--- config.mk ---
export PLATFORM = sky130hd
export DESIGN_NAME = freq_meter_mc
export DESIGN_NICKNAME = d
export VERILOG_FILES = /design/src/rtl/freq_meter_mc.sv
export SDC_FILE = /design/constraint.sdc
export NUM_CORES = 2
export LEC_CHECK = 0
export BUFFER_PORTS_ARGS = -buffer_cell sky130_fd_sc_hd__buf_4
export CAP_MARGIN = 0
export CORE_ASPECT_RATIO = 1.2
export CORE_UTILIZATION = 45
export DETAILED_ROUTE_END_ITERATION = 10
export PLACE_DENSITY = 0.71
export SLEW_MARGIN = 20
export SYNTH_ARGS = -nofsm -noshare
export SYNTH_HDL_FRONTEND = slang
export SYNTH_SLANG_ARGS = --single-unit
--- constraint.sdc ---
create_clock -name I_sys_clk -period 47 [get_ports I_sys_clk]
set_input_delay 4.7 -clock I_sys_clk [delete_from_list [all_inputs] [get_ports I_sys_clk]]
set_output_delay 4.7 -clock I_sys_clk [all_outputs]
set_load 0.05 [all_outputs]
--- src/rtl/freq_meter_mc.sv ---
// Multi-channel equal-precision frequency meter: per-channel gate opens and closes on input edges.
// Optional macro FREQ_MEAS_CONT_EN: re-arm automatically after O_done while I_start stays high.
module freq_meter_mc #(
    parameter int NUM_CH         = 4,
    parameter int CNT_W          = 32,
    parameter int GATE_CYCLES    = 50_000_000,
    parameter int TIMEOUT_CYCLES = 100_000_000,
    parameter int SYNC_STAGES    = 2
) (
    input  logic                      I_sys_clk,
    input  logic                      I_rst,
    input  logic                      I_start,
    input  logic [NUM_CH-1:0]         I_ch_en,
    input  logic [NUM_CH-1:0]         I_sig_fx,
    output logic                      O_busy,
    output logic                      O_done,
    output logic [NUM_CH-1:0]         O_valid,
    output logic [NUM_CH-1:0]         O_timeout,
    output logic [NUM_CH-1:0]         O_ovf,
    output logic [NUM_CH*CNT_W-1:0]   O_fx_cnt,
    output logic [NUM_CH*CNT_W-1:0]   O_f0_cnt
);
    localparam int TMR_W = $clog2(TIMEOUT_CYCLES + 1);
    localparam logic [CNT_W-1:0] GATE_C = CNT_W'(GATE_CYCLES);
    localparam logic [CNT_W-1:0] TMO_C  = CNT_W'(TIMEOUT_CYCLES);
    localparam logic [TMR_W-1:0] TMO_T  = TMR_W'(TIMEOUT_CYCLES);

    typedef enum logic [1:0] {IDLE, ARM, MEAS, FIN} st_e;

    function automatic logic [CNT_W-1:0] sat_inc(input logic [CNT_W-1:0] v);
        return (&v) ? v : v + CNT_W'(1);
    endfunction

    logic start_q, start_prev_q, busy_q, done_q;
    logic accept, rearm, done_evt;
    logic [NUM_CH-1:0] fin;
    logic [NUM_CH-1:0][CNT_W-1:0] fx_w, f0_w, fx_res_q, f0_res_q;
    logic [NUM_CH-1:0] vld_w, to_w, ovf_w, vld_res_q, to_res_q, ovf_res_q;

`ifdef FREQ_MEAS_CONT_EN
    assign rearm = done_q & start_q;
`else
    assign rearm = 1'b0;
`endif

    assign accept   = ~busy_q & ((start_q & ~start_prev_q) | rearm);
    assign done_evt = busy_q & (&fin);

    for (genvar k = 0; k < NUM_CH; k++) begin : g_ch
        logic [SYNC_STAGES-1:0] sync_q;
        logic                   prev_q, edge_w;
        st_e                    st_q;
        logic [TMR_W-1:0]       tmr_q, tmr_inc;
        logic [CNT_W-1:0]       fx_q, f0_q, fx_inc, f0_inc;
        logic                   vld_q, to_q, ovf_q;

        assign edge_w  = sync_q[SYNC_STAGES-1] & ~prev_q;
        assign fx_inc  = sat_inc(fx_q);
        assign f0_inc  = sat_inc(f0_q);
        assign tmr_inc = tmr_q + TMR_W'(1);

        always_ff @(posedge I_sys_clk or posedge I_rst) begin
            if (I_rst) begin
                sync_q <= '0;
                prev_q <= 1'b0;
            end else begin
                sync_q <= {sync_q[SYNC_STAGES-2:0], I_sig_fx[k]};
                prev_q <= sync_q[SYNC_STAGES-1];
            end
        end

        always_ff @(posedge I_sys_clk or posedge I_rst) begin
            if (I_rst) begin
                st_q  <= IDLE;
                tmr_q <= '0;
                fx_q  <= '0;
                f0_q  <= '0;
                vld_q <= 1'b0;
                to_q  <= 1'b0;
                ovf_q <= 1'b0;
            end else begin
                case (st_q)
                    IDLE: if (accept) begin
                        tmr_q <= '0;
                        fx_q  <= '0;
                        f0_q  <= '0;
                        vld_q <= 1'b0;
                        to_q  <= 1'b0;
                        ovf_q <= 1'b0;
                        st_q  <= I_ch_en[k] ? ARM : FIN;
                    end
                    ARM: begin
                        tmr_q <= tmr_inc;
                        if (edge_w) begin
                            fx_q <= '0;
                            f0_q <= '0;
                            st_q <= MEAS;
                        end else if (tmr_inc == TMO_T) begin
                            to_q <= 1'b1;
                            st_q <= FIN;
                        end
                    end
                    MEAS: begin
                        f0_q <= f0_inc;
                        if (edge_w) fx_q <= fx_inc;
                        if ((&f0_inc) || (edge_w && (&fx_inc))) ovf_q <= 1'b1;
                        // An edge always wins over a coincident timeout.
                        if (edge_w && f0_inc >= GATE_C) begin
                            vld_q <= 1'b1;
                            st_q  <= FIN;
                        end else if (!edge_w && (f0_inc >= TMO_C || (&f0_inc))) begin
                            to_q <= 1'b1;
                            st_q <= FIN;
                        end
                    end
                    default: if (done_evt) st_q <= IDLE;
                endcase
            end
        end

        assign fin[k]   = (st_q == FIN);
        assign fx_w[k]  = fx_q;
        assign f0_w[k]  = f0_q;
        assign vld_w[k] = vld_q;
        assign to_w[k]  = to_q;
        assign ovf_w[k] = ovf_q;
    end

    always_ff @(posedge I_sys_clk or posedge I_rst) begin
        if (I_rst) begin
            start_q      <= 1'b0;
            start_prev_q <= 1'b0;
            busy_q       <= 1'b0;
            done_q       <= 1'b0;
            fx_res_q     <= '0;
            f0_res_q     <= '0;
            vld_res_q    <= '0;
            to_res_q     <= '0;
            ovf_res_q    <= '0;
        end else begin
            start_q      <= I_start;
            start_prev_q <= start_q;
            done_q       <= done_evt;
            if (accept)        busy_q <= 1'b1;
            else if (done_evt) busy_q <= 1'b0;
            if (done_evt) begin
                fx_res_q  <= fx_w;
                f0_res_q  <= f0_w;
                vld_res_q <= vld_w;
                to_res_q  <= to_w;
                ovf_res_q <= ovf_w;
            end
        end
    end

    assign O_busy    = busy_q;
    assign O_done    = done_q;
    assign O_valid   = vld_res_q;
    assign O_timeout = to_res_q;
    assign O_ovf     = ovf_res_q;
    assign O_fx_cnt  = fx_res_q;
    assign O_f0_cnt  = f0_res_q;

endmodule

==> flow_summary.yaml <==
outcome:
  run_status: "completed"
critical_path:
  worstSetupStartpointType: "input port"
  cpLargestDelayFamily: "buffers and inverters"
  crit_cells: 5
  worstReg2RegStart: "g_ch[2].fx_q[0]"
  cp-startpoint: "I_rst"
  slowest_delay_ns: 0.81
  worst_r2r_endpoint: "g_ch[2].ovf_q"
  path_cells: "buf_4 -> inv_8 -> buf_4 -> buf_4 -> buf_4"
  cp_data_required_time_ns: 47.62
  reg2regPathDepth: 11
  arrival_ns: 7.99
  rrSetupSlack_ns: 42.58
  crit_top_cell: "buf_4"
  critPathCaptureType: "asynchronous set/reset pin"
  crit_end: "O_f0_cnt[15]"
  slowest_stage: "buf_4"
  critPathBufInv: 5
  path_max_fanout: 119
  crit_type: "in2async"
yosys:
  synth_cell_type_count: 99
  synth_edf_count: 0
  yosysTopAreaCellShare_pct: 45.7
  synth.area.top_cells: "dfrtp_1 (46%), nand2_1 (13%), o21ai_0 (6.0%)"
  ys.flop_type: "dfrtp_1"
  syn_area_sq_um: 36600
  ys_ff_latch: 668
  yosys.area.top_type: "dfrtp_1"
  syn-num-nets: 4533
  async_flop_share_pct: 100
  yosys_warnings: 0
  avgSynthCellArea_sq_um: 8.15
  syn_inst: 4490
  synth_seq_area_share_pct: 45.7
finish:
  drive_gt1_share_pct: 10.7
  n_fill_cell: 7545
  regArea_sq_um: 16700
  area_growth_syn_to_layout_pct: 13.2
  fin_area_sq_um: 41400
  layout_common_cells: "nand2_1 (1285), dfrtp_1 (668), o21ai_0 (441), buf_4 (313), nor2_1 (256)"
  num_antenna_cells: 0
  final_common_cell: "nand2_1"
  multi_input_area_sq_um: 18500
  final_nets: 4620
  instances_no_fill: 5663
  fin_util_pct: 51.4
routing:
  ant_nets: 0
  drt_pass1_iterations: 6
  num_vias: 32900
  wl_per_cell_um: 17.9
  vias_per_cell: 5.80
  wl_mm: 102
  drc: 0
  first_iter_violations: 2864
cts:
  clock_sinks: 668
  cts_buffer_depth: 3
  ctsHtreeMaxLevel: 3
  insertion_delay_ns: 0.61
  clockRootBuffer: "clkbuf_16"
  clk_pin_slew_ns: 0.06
  cts_tree: "yes"
  cts_buffers: 71
  cts_setup_buffers: 0
  ctsHoldBuffers: 0
  cts.repair.resized: 0
timing:
  worstMarginPinSlew_ns: 1.18
  min_period_over_period_pct: 15.7
  grt_setup_unrepaired: "no"
  post-route-min-period_ns: 7.37
  hold_viol_final: 0
  slew_headroom_pct: 20.8
  clock.fmax_ghz: 0.136
  drv_slew: 0
  final.setup_skew_ns: 0.0183
  setup_ws_ns: 39.63
  setup_violations: 0
  setup_tns_ns: 0
placed_design:
  io_buffers: 280
  dpl_cell_area_sq_um: 39100
  place_hpwl_mm: 69.6
  dp_cells: 5548
  dp_slack_ns: 38.81
  place.gp.congestion: 0.923
power_and_ir_drop:
  p_sw_share_pct: 33.8
  leakage_uw: 0.0189
  p_int_uw: 1040
  clkPwrFrac_pct: 36.5
  comb_power_share_pct: 24.2
  ir_drop_mv: 0.0287
  p_switching_uw: 532
  seq_power_share_pct: 39.4
  power_density_nw_per_um2: 37.9
global_routing:
  antenna_found_initial: 0
  first_global_vias: 30900
  grt_use_total_pct: 24.4
  grt_max_degree: 154
  grt_pass1_wl_mm: 166
  grt_overflow_total: 0
hold_path:
  hold_class: "reg2reg"
  min-delay-start: "g_ch[0].sync_q[0]"
floorplanning:
  io_pins: 281
  core_area_sq_um: 80600
  placementRows: 114
  die_h_um: 314
  initial_core_util_pct: 45.4
  die_area_sq_um: 82500
  die_w_um: 262
job:
  drv_cap: 0
[logic make-up (layout without fill, tap and decap cells)]
kind of cell    Yosys count  in the layout  synth area share (%)
simple gates           2268           2268                  28.2
compound gates          957            957                  16.0
flops                   668            668                  45.7
buf+inv                 357            486                  3.90
xor+xnor                174            174                  4.17
mux                      34             34                 0.985
fa+ha+maj                32             32                  1.09
[synth_stat cells (21+ instances only)]
library cell / n
nand3_1: 201
nor3_1: 72
nand2b_1: 21
a21o_1: 21
and3_1: 107
dfrtp_1: 668
o21ai_0: 441
inv_1: 54
xor2_1: 87
clkbuf_1: 248
nor4_1: 39
o41ai_1: 27
a21oi_1: 130
buf_2: 29
xnor2_1: 87
o31ai_1: 139
a22o_1: 31
and2_1: 31
nand4_1: 103
and4_1: 31
ha_1: 32
nand2_1: 1287
nor2_1: 257
a31oi_1: 63
[how the worst min path moves through the flow]
stage / endpoint / slack [ns] / cells after the start
2_1_floorplan: g_ch[0].sync_q[1] / 0.33 / 0
3_3_place_gp: g_ch[0].sync_q[1] / 0.33 / 0
3_5_place_dp: g_ch[3].sync_q[1] / 0.34 / 0
4_1_cts: g_ch[0].sync_q[1] / 0.35 / 0
5_1_grt: g_ch[0].sync_q[1] / 0.36 / 0
6_report: g_ch[0].sync_q[1] / 0.34 / 0
[final cells by class]
cell class	instances	share of cell area [%]
inverter	57	0.553
timing repair buffer	314	5.72
multi-input combinational	3465	44.6
clock inverter	19	0.692
sequential	668	40.4
tap	1044	3.15
clock buffer	96	4.91
[state kept, by name, indices dropped and copies added (netlist names), 8 cells and up]
| name | count |
|---|---|
| g_ch.fx_q | 128 |
| g_ch.st_q | 8 |
| g_ch.sync_q | 8 |
| g_ch.tmr_q | 108 |
| O_fx_cnt | 128 |
| g_ch.f0_q | 128 |
| O_f0_cnt | 128 |
[per-stage QoR]
stage | hold WS [ns] | total power (uW)
after floorplan | 0.331 | 890
after global placement | 0.334 | 995
after detailed placement | 0.336 | 1000
after CTS | 0.348 | 1580
after global routing | 0.357 | 1650
final | 0.342 | 1570
[routing by layer]
| layer | vias up | wire length (um) | GRT usage (%) |
|---|---|---|---|
| li1 | 15800 | - | - |
| met1 | 16000 | 43900 | 32.0 |
| met2 | 896 | 49000 | 40.8 |
| met3 | 209 | 4970 | 3.30 |
| met4 | 0 | 3680 | 9.52 |
| met5 | - | 0 | 0 |
[power by group through the flow]
stage,Combinational (uW),Clock [uW],Sequential (uW)
2_1_floorplan,259,0,631
3_3_place_gp,368,0,627
3_5_place_dp,374,0,628
4_1_cts,377,585,618
5_1_grt,419,609,621
6_report,380,573,618
No activity file was read; power rests on OpenSTA's default activity.
